===== config.mk =====
export PLATFORM = sky130hd
export DESIGN_NAME = alu_rr_scheduler
export DESIGN_NICKNAME = d
export VERILOG_FILES = /design/src/rtl/alu_rr_scheduler.sv
export SDC_FILE = /design/constraint.sdc
export NUM_CORES = 1
export LEC_CHECK = 0
export CAP_MARGIN = 5
export CORE_AREA = 5 5 158 160
export DETAILED_ROUTE_END_ITERATION = 16
export DIE_AREA = 0 0 163 165
export PLACE_DENSITY = 0.81
export SETUP_SLACK_MARGIN = 0.15
export SLEW_MARGIN = 20
export SYNTH_ARGS = -nofsm -noshare
export SYNTH_HDL_FRONTEND = slang
export SYNTH_SLANG_ARGS = --single-unit

===== constraint.sdc =====
create_clock -name clk -period 4.2 [get_ports clk]
set_input_delay 0.84 -clock clk [delete_from_list [all_inputs] [get_ports clk]]
set_output_delay 0.84 -clock clk [all_outputs]
set_load 0.05 [all_outputs]

===== src/rtl/alu_rr_scheduler.sv =====
`default_nettype none
// ============================================================================
// alu_rr_scheduler - round-robin front end sharing one pipelined ALU between
// NUM_REQ requesters. Define ALU_SCHED_PRIO_EN for strict requester-0 priority.
// Rev 1.0
// ============================================================================
module alu_rr_scheduler #(
  parameter int NUM_REQ   = 4,
  parameter int WIDTH     = 32,
  parameter int OP_W      = 3,
  parameter int ALU_LAT   = 2,
  parameter int RSP_DEPTH = 4
) (
  input  logic                       clk,
  input  logic                       rst_n,
  input  logic [NUM_REQ-1:0]         req_valid_i,
  output logic [NUM_REQ-1:0]         req_ready_o,
  input  logic [NUM_REQ*WIDTH-1:0]   req_a_i,
  input  logic [NUM_REQ*WIDTH-1:0]   req_b_i,
  input  logic [NUM_REQ*OP_W-1:0]    req_op_i,
  output logic [WIDTH-1:0]           alu_a_o,
  output logic [WIDTH-1:0]           alu_b_o,
  output logic [OP_W-1:0]            alu_op_o,
  input  logic [WIDTH-1:0]           alu_out_i,
  output logic                       rsp_valid_o,
  input  logic                       rsp_ready_i,
  output logic [$clog2(NUM_REQ)-1:0] rsp_id_o,
  output logic [WIDTH-1:0]           rsp_data_o,
  output logic                       busy_o
);

  localparam int c_ID_W  = $clog2(NUM_REQ);
  localparam int c_CNT_W = $clog2(RSP_DEPTH + 1);
  localparam int c_PTR_W = (RSP_DEPTH > 1) ? $clog2(RSP_DEPTH) : 1;
  localparam logic [c_ID_W:0] c_NUM_REQ = (c_ID_W + 1)'(NUM_REQ);

  logic [WIDTH-1:0]   w_a  [NUM_REQ];
  logic [WIDTH-1:0]   w_b  [NUM_REQ];
  logic [OP_W-1:0]    w_op [NUM_REQ];

  logic [c_ID_W-1:0]  rr_ptr_q, rr_ptr_d;
  logic [c_CNT_W-1:0] credits_q, credits_d;
  logic [OP_W-1:0]    alu_op_q;
  logic [ALU_LAT-1:0] tag_vld_q;
  logic [c_ID_W-1:0]  tag_id_q [ALU_LAT];
  logic [c_ID_W-1:0]  fifo_id_q [RSP_DEPTH];
  logic [WIDTH-1:0]   fifo_data_q [RSP_DEPTH];
  logic [c_PTR_W-1:0] wr_ptr_q, wr_ptr_d;
  logic [c_PTR_W-1:0] rd_ptr_q, rd_ptr_d;
  logic [c_CNT_W-1:0] count_q, count_d;

  logic               w_can_issue;
  logic               w_found;
  logic               w_issue;
  logic               w_ptr_upd;
  logic               w_push;
  logic               w_pop;
  logic               w_full;
  logic [c_ID_W-1:0]  w_win;
  logic [c_ID_W:0]    w_idx;

  for (genvar g = 0; g < NUM_REQ; g++) begin : g_unpack
    assign w_a[g]  = req_a_i[g*WIDTH +: WIDTH];
    assign w_b[g]  = req_b_i[g*WIDTH +: WIDTH];
    assign w_op[g] = req_op_i[g*OP_W +: OP_W];
  end

  // Gating with rst_n keeps req_ready low for the whole reset assertion.
  assign w_can_issue = rst_n && (credits_q != '0);

  always_comb begin
    w_found = 1'b0;
    w_win   = '0;
    w_idx   = '0;
    for (int k = 0; k < NUM_REQ; k++) begin
      w_idx = {1'b0, rr_ptr_q} + (c_ID_W + 1)'(k);
      if (w_idx >= c_NUM_REQ) begin
        w_idx = w_idx - c_NUM_REQ;
      end
      if (!w_found && req_valid_i[w_idx[c_ID_W-1:0]]) begin
        w_found = 1'b1;
        w_win   = w_idx[c_ID_W-1:0];
      end
    end
`ifdef ALU_SCHED_PRIO_EN
    if (req_valid_i[0]) begin
      w_found = 1'b1;
      w_win   = '0;
    end
`endif
  end

  assign w_issue = w_can_issue && w_found;

  always_comb begin
    req_ready_o = '0;
    if (w_issue) begin
      req_ready_o[w_win] = 1'b1;
    end
  end

  assign alu_a_o  = w_issue ? w_a[w_win] : '0;
  assign alu_b_o  = w_issue ? w_b[w_win] : '0;
  assign alu_op_o = alu_op_q;

`ifdef ALU_SCHED_PRIO_EN
  // Requester 0 only ever wins through priority, so it never moves the pointer.
  assign w_ptr_upd = w_issue && (w_win != '0);
`else
  assign w_ptr_upd = w_issue;
`endif

  assign rr_ptr_d = !w_ptr_upd ? rr_ptr_q :
                    (w_win == c_ID_W'(NUM_REQ - 1)) ? '0 : w_win + c_ID_W'(1);

  assign w_push      = tag_vld_q[ALU_LAT-1];
  assign rsp_valid_o = (count_q != '0);
  assign w_pop       = rsp_valid_o && rsp_ready_i;
  assign w_full      = (count_q == c_CNT_W'(RSP_DEPTH));
  assign rsp_id_o    = fifo_id_q[rd_ptr_q];
  assign rsp_data_o  = fifo_data_q[rd_ptr_q];
  assign busy_o      = (|tag_vld_q) || rsp_valid_o;

  function automatic logic [c_PTR_W-1:0] ptr_inc(input logic [c_PTR_W-1:0] p);
    return (p == c_PTR_W'(RSP_DEPTH - 1)) ? '0 : p + c_PTR_W'(1);
  endfunction

  assign wr_ptr_d = w_push ? ptr_inc(wr_ptr_q) : wr_ptr_q;
  assign rd_ptr_d = w_pop  ? ptr_inc(rd_ptr_q) : rd_ptr_q;

  always_comb begin
    credits_d = credits_q;
    count_d   = count_q;
    if (w_issue && !w_pop) begin
      credits_d = credits_q - c_CNT_W'(1);
    end else if (!w_issue && w_pop) begin
      credits_d = credits_q + c_CNT_W'(1);
    end
    if (w_push && !w_pop) begin
      count_d = count_q + c_CNT_W'(1);
    end else if (!w_push && w_pop) begin
      count_d = count_q - c_CNT_W'(1);
    end
  end

  always_ff @(posedge clk or negedge rst_n) begin
    if (!rst_n) begin
      rr_ptr_q  <= '0;
      credits_q <= c_CNT_W'(RSP_DEPTH);
      alu_op_q  <= '0;
      tag_vld_q <= '0;
      wr_ptr_q  <= '0;
      rd_ptr_q  <= '0;
      count_q   <= '0;
      for (int s = 0; s < ALU_LAT; s++) begin
        tag_id_q[s] <= '0;
      end
      for (int e = 0; e < RSP_DEPTH; e++) begin
        fifo_id_q[e]   <= '0;
        fifo_data_q[e] <= '0;
      end
    end else begin
      rr_ptr_q  <= rr_ptr_d;
      credits_q <= credits_d;
      wr_ptr_q  <= wr_ptr_d;
      rd_ptr_q  <= rd_ptr_d;
      count_q   <= count_d;
      if (w_issue) begin
        alu_op_q <= w_op[w_win];
      end
      tag_vld_q[0] <= w_issue;
      tag_id_q[0]  <= w_win;
      for (int s = 1; s < ALU_LAT; s++) begin
        tag_vld_q[s] <= tag_vld_q[s-1];
        tag_id_q[s]  <= tag_id_q[s-1];
      end
      if (w_push) begin
        fifo_id_q[wr_ptr_q]   <= tag_id_q[ALU_LAT-1];
        fifo_data_q[wr_ptr_q] <= alu_out_i;
      end
    end
  end

`ifndef SYNTHESIS
  a_no_push_when_full: assert property (@(posedge clk) disable iff (!rst_n) !(w_push && w_full));
`endif

endmodule
`default_nettype wire

* Yosys cells after proc, flatten, opt, wreduce, memory -nomap -nowiden
Cells that the tools add are included.
** Word-level totals
- Flip-flop bits (word level) :: 157
- Word-level logic and storage cells :: 128
** Operators by class
- Add/subtract/negate cells :: 14
- $lt $le $gt $ge :: 14
- Equality and inequality tests :: 3
- Mux-type cells :: 53
- Bitwise gates (word level) :: 3
- Reduce and logical (&&, ||, !) cells :: 24
** Operators with widths (count)
- two-way mux 32 bit :: 9
- binary-select mux 32 bit (select 2 bit) :: 3
- bitwise mux 128 bit :: 1
- demux 32 bit (select 2 bit) :: 1
- two-way mux 2 bit :: 14
- >= comparator 3 bit, second input constant :: 6
- two-way mux 3 bit :: 6
- < comparator 2 x 3 -> 1 bit, second input constant :: 5
- logical AND 1 bit :: 12
- two-way mux 1 bit :: 9
- inverter 2 -> 3 bit :: 3
- binary-select mux 1 bit (select 2 bit) :: 4
- bitwise mux 8 bit :: 1
- subtractor 2 x 1 -> 2 bit, second input constant :: 4
- adder 2 x 1 -> 2 bit, second input constant :: 3
- adder 2 x 2 -> 3 bit, second input constant :: 2
- adder 3 x 1 -> 3 bit, second input constant :: 2
- binary-select mux 3 bit (select 2 bit) :: 1
- equality test 2 bit, second input constant :: 3
- logical NOT 1 bit :: 6
- nonzero test 3 bit :: 2
- subtractor 3 x 1 -> 3 bit, second input constant :: 2
- binary-select mux 2 bit (select 2 bit) :: 1
- demux 2 bit (select 2 bit) :: 1
- 9 further kinds :: 10

* Longest topological paths before layout
- Word-level depth :: 19
- Depth in mapped cells :: 10
- Gate-level depth less buffers :: 9

* Worst setup path after synthesis
No wires, ideal clock.
- Path type :: in2out
- From :: input port req_valid_i[2]
- To :: output port alu_a_o[14]
- Arrival time :: 3.057 ns
- Data required time :: 3.360 ns
- Setup slack :: 0.303 ns
- Stages :: 7
- Buffers on the path :: 2
- Cells stage by stage :: mux2i_1 nor2_2 nor3_4 buf_2 buf_2 nand2_1 a311oi_1
** On the way
- Longest elaborated chain between the ends :: 17
- Elaborated cells between the ends (all ways) :: 28
** Ends and longest elaborated chain
- from (decl) :: line 16 : input logic [NUM_REQ-1:0] req_valid_i,
- binary-select mux 1 bit (select 2 bit) :: line 80 : if (!w_found && req_valid_i[w_idx[c_ID_W-1:0]]) begin
- two-way mux 1 bit (implied by the code) :: line 80
- two-way mux 1 bit :: line 80
- logical NOT 1 bit :: line 80
- logical AND 1 bit :: line 80
- two-way mux 1 bit :: line 80
- logical NOT 1 bit :: line 80
- logical AND 1 bit :: line 80
- two-way mux 1 bit :: line 80
- logical NOT 1 bit :: line 80
- logical AND 1 bit :: line 80
- two-way mux 2 bit :: line 80
- inverter 2 -> 3 bit (implied by the code) :: line 102 : assign alu_a_o = w_issue ? w_a[w_win] : '0;
- binary-select mux 32 bit (select 2 bit) :: line 102
- two-way mux 32 bit (implied by the code) (2 in a row) :: line 102
- two-way mux 32 bit (*) :: line 102
- to (decl) :: line 21 : output logic [WIDTH-1:0] alu_a_o,
Every way passes the cells marked *; elsewhere a longest branch is shown, timed or not. The select of a mux whose other input is x is not followed.

* Worst setup path after layout
- From :: input port req_valid_i[2]
- To :: output port alu_b_o[29]
** On the way
- Longest elaborated chain between the ends :: 17
- Elaborated cells between the ends (all ways) :: 28
** Ends and longest elaborated chain
- binary-select mux 1 bit (select 2 bit) :: line 80
- two-way mux 1 bit (implied by the code) :: line 80
- two-way mux 1 bit :: line 80
- logical NOT 1 bit :: line 80
- logical AND 1 bit :: line 80
- two-way mux 1 bit :: line 80
- logical NOT 1 bit :: line 80
- logical AND 1 bit :: line 80
- two-way mux 1 bit :: line 80
- logical NOT 1 bit :: line 80
- logical AND 1 bit :: line 80
- two-way mux 2 bit :: line 80
- inverter 2 -> 3 bit (implied by the code) :: line 103 : assign alu_b_o = w_issue ? w_b[w_win] : '0;
- binary-select mux 32 bit (select 2 bit) :: line 103
- two-way mux 32 bit (implied by the code) (2 in a row) :: line 103
- two-way mux 32 bit (*) :: line 103
- to (decl) :: line 22 : output logic [WIDTH-1:0] alu_b_o,
Marks and branches as above.

==> results.yml <==
outcome:
  run_status: "finished clean"
floorplan:
  core_area_sq_um: 23300
  die_y_um: 165
  initial_core_util_pct: 40.1
  fp.dieW_um: 163
  floorplan.die_area_sq_um: 26900
  boundaryPins: 414
  num_rows: 56
power:
  power.sequential.fraction_pct: 23.5
  power_frac_comb_pct: 63.1
  p_sw_share_pct: 46.2
  net_load_switching_power_mw: 5.41
  power_after_layout_mw: 11.7
  power_report.internal_total_mw: 6.29
  vdd_ir_drop_max_v: 0.000481
  cellPowerDensity_nw_per_um2: 797
  power.leakage_nw: 5.75
  clkPwrFrac_pct: 13.4
synthesis:
  postSynthAreaPerCell_sq_um: 11.3
  yosys_most_used_dff: "sky130_fd_sc_hd__dfrtp_1"
  synth_async_sr_flop_share_pct: 100
  ys_seq_area_share_pct: 42.1
  synth.cell_area_sq_um: 9330
  synth.ff_latch_count: 157
  post_synth_num_cell_types: 36
  edff_count_synth: 0
  synthesis.instances: 822
  yosysWarningCount: 0
  synth.net_count: 1142
worst_setup_path:
  critical_path.endpoint_type: "output port"
  path_delay_family: "buffers and inverters"
  cp_max_fo: 55
  worst_path_largest_cell_delay_ps: 540
  worst-endpoint-arrival_ps: 3160
  worst_ep_required_time_ps: 3360
  crit_path_top_delay_cell: "sky130_fd_sc_hd__clkdlybuf4s50_1"
  worst_path_buffer_plus_inverter_count: 5
  path_class: "in2out"
  crit_path_start_kind: "input port"
  crit_chain: "clkdlybuf4s50_1 > nand2b_1 > a21oi_4 > nor3_4 > buf_12 > inv_4 > buf_16 > nand2_1 > a311oi_1 > buf_4"
place:
  placedCellCount: 1502
  dpl_cell_area_sq_um: 13900
  io_buffer_count: 413
  place_ws_ps: 136
  place.gp.congestion: 0.993
  place.detailed.hpwl_um: 29800
final_layout:
  area_used_by_multi_input_combinational_logic_sq_um: 5080
  fin_nets: 1524
  commonest_non_fill_non_tap_cell_in_the_layout: "sky130_fd_sc_hd__clkdlybuf4s50_1"
  final_core_utilization_pct: 63.1
  n_fill_cell: 1814
  final_cell_count_no_fill: 1545
  mostFrequentLayoutCells: "sky130_fd_sc_hd__clkdlybuf4s50_1, sky130_fd_sc_hd__dfrtp_1, sky130_fd_sc_hd__nand2_1"
  share_of_final_layout_standard_cells_stronger_than_drive_strength_1_pct: 26.9
  fin_area_sq_um: 14700
  sequential_cell_area_sq_um: 3930
  areaGrowthSynthToFinish_pct: 57.4
timing:
  whs_ps: 352
  final_tns_setup_ps: 0
  setup_viol: 0
  post-route-period-util_pct: 95.3
  finalWorstSetupSlack_ps: 198
  final-hold-violation-count: 0
  slew-limit-headroom_pct: 36.9
  worstMarginPinSlew_ps: 947
  grt_setup_unrepaired: "yes"
  post-route-min-period_ps: 4000
  max_clock_freq_mhz: 250
  final.setup_skew_ps: 6.95
  maxSlewViolCount: 0
drt:
  via_count: 8918
  antenna_left: 0
  vias_per_cell: 5.77
  wirelength_um: 39400
  drc_errors: 0
  drtPass1Iterations: 5
  post_drt_wl_per_cell_um: 25.5
  drtIter0Drc: 743
global_route:
  first_global_vias: 9096
  maximum_number_of_pins_on_one_net_before_global_route_repair: 82
  wire_length_of_the_first_global_routing_pass_um: 56400
  globalRoute.totalOverflow: 0
  antenna_violations_before_repair: 17
  globalRouteTotalUtil_pct: 28.0
clock_network:
  htree_num_levels: 4
  cts_tree: "done"
  clk_pin_slew_ps: 60
  clock_sinks: 157
  cts.path.max_buffers: 2
  clock_tree.root_cell: "sky130_fd_sc_hd__clkbuf_16"
  cts_buffers: 17
  worst_skew_pair.late_latency_ps: 430
worst_hold_path:
  holdCritPathClass: "reg2reg"
run:
  number_of_max_cap_violations: 0
==> worst register-to-register path: stages (launching register included) <==
cell	delay (ps)
sky130_fd_sc_hd__dfrtp_1	430
sky130_fd_sc_hd__or3_1	440
sky130_fd_sc_hd__nand2_1	190
sky130_fd_sc_hd__ha_1	210
sky130_fd_sc_hd__inv_1	60
sky130_fd_sc_hd__fa_1	380
sky130_fd_sc_hd__xor2_1	170
sky130_fd_sc_hd__nor2_1	150
sky130_fd_sc_hd__xor2_1	180
==> final cells by class <==
| class | instances | share of cell area (%) |
|---|---|---|
| clock buffer | 18 | 2.92 |
| tap | 319 | 2.72 |
| sequential | 157 | 26.8 |
| multi-input combinational | 569 | 34.6 |
| timing repair buffer | 449 | 31.3 |
| clock inverter | 14 | 1.22 |
| antenna | 9 | 0.153 |
| inverter | 10 | 0.273 |
==> registers in the layout (all words and copies together), names as in the netlist <==
register,count
fifo_data_q,128
fifo_id_q,8
tag_id_q,4
alu_op_o,3
count_q,3
credits_q,3
rd_ptr_q,2
rr_ptr_q,2
tag_vld_q,2
wr_ptr_q,2
==> synthesized netlist by cell type (2+ instances only) <==
master / number / share of area, %
sky130_fd_sc_hd__xor2_1: 4 / 0.38
sky130_fd_sc_hd__a21oi_1: 2 / 0.11
sky130_fd_sc_hd__inv_1: 8 / 0.32
sky130_fd_sc_hd__nor3_1: 4 / 0.21
sky130_fd_sc_hd__buf_1: 2 / 0.081
sky130_fd_sc_hd__buf_2: 30 / 1.6
sky130_fd_sc_hd__fa_1: 2 / 0.43
sky130_fd_sc_hd__ha_1: 11 / 1.5
sky130_fd_sc_hd__and2_1: 4 / 0.27
sky130_fd_sc_hd__mux4_2: 34 / 8.2
sky130_fd_sc_hd__a2111oi_0: 3 / 0.28
sky130_fd_sc_hd__nand3b_1: 2 / 0.16
sky130_fd_sc_hd__nand2_1: 142 / 5.7
sky130_fd_sc_hd__mux2i_1: 5 / 0.54
sky130_fd_sc_hd__mux2_2: 138 / 17
sky130_fd_sc_hd__dfrtp_1: 156 / 42
sky130_fd_sc_hd__a311oi_1: 64 / 6.0
sky130_fd_sc_hd__xnor2_1: 2 / 0.19
sky130_fd_sc_hd__clkbuf_1: 52 / 2.1
sky130_fd_sc_hd__inv_2: 2 / 0.081
sky130_fd_sc_hd__or3_1: 2 / 0.13
sky130_fd_sc_hd__a211oi_1: 67 / 5.4
sky130_fd_sc_hd__nor4b_1: 64 / 6.0
sky130_fd_sc_hd__o21ai_0: 3 / 0.16
sky130_fd_sc_hd__buf_4: 2 / 0.16
sky130_fd_sc_hd__nor2_1: 7 / 0.28
==> per-layer routing <==
| metal | wire (um) | up-vias | GRT usage [%] | share of wire (%) |
|---|---|---|---|---|
| met3 | 4990 | 77 | 13.1 | 13 |
| met2 | 18300 | 489 | 42.9 | 47 |
| met4 | 1040 | 12 | 9.34 | 2.6 |
| met1 | 15000 | 4410 | 35.1 | 38 |
| met5 | 62 | - | 0 | 0.16 |
| li1 | - | 3930 | - | - |
==> timing repair <==
item                       CTS  global route
cloned                       0             1
pin swaps                    0             2
hold buffers                 0             0
hold endpoints to repair     0             0
setup endpoints to repair    2            22
buffers inserted             0             1
gates resized for setup      2             9
==> power by group through the flow <==
stage | combinational (mW) | sequential (mW) | clock, mW
final | 7.37 | 2.75 | 1.57
after floorplan | 4.92 | 2.61 | 0
after global placement | 7.19 | 2.70 | 0
after global routing | 7.77 | 2.84 | 1.66
after CTS | 7.34 | 2.75 | 1.59
after detailed placement | 7.29 | 2.76 | 0
==> worst paths after layout <==
kind | start | to | slack (ps) | cells past startpoint
worst max register to register | count_q[0]$_DFFE_PN0P_ | count_q[2]$_DFFE_PN0P_ | 1910 | 8
worst min-delay path | tag_id_q[3]$_DFF_PN0_ | tag_id_q[1]$_DFF_PN0_ | 350 | 0
worst min register to register | tag_id_q[3]$_DFF_PN0_ | tag_id_q[1]$_DFF_PN0_ | 350 | 0
max in group asynchronous | rst_n | fifo_data_q[72]$_DFFE_PN0P_ | 2280 | 3
min in group asynchronous | rst_n | tag_id_q[0]$_DFF_PN0_ | 680 | 2
worst max-delay path | req_valid_i[2] | alu_b_o[29] | 200 | 10
==> cell families after synthesis <==
family	Yosys count	share of synthesized area (%)
buffers and inverters	96	4.35
multiplexers	177	25.4
XOR/XNOR	6	0.563
AND/OR/NAND/NOR	229	13.2
flip-flops	157	42.1
adder cells (fa/ha/maj)	13	1.90
AO/OA/AOI/OAI	144	12.5
No activity file was read; power rests on OpenSTA's default activity.
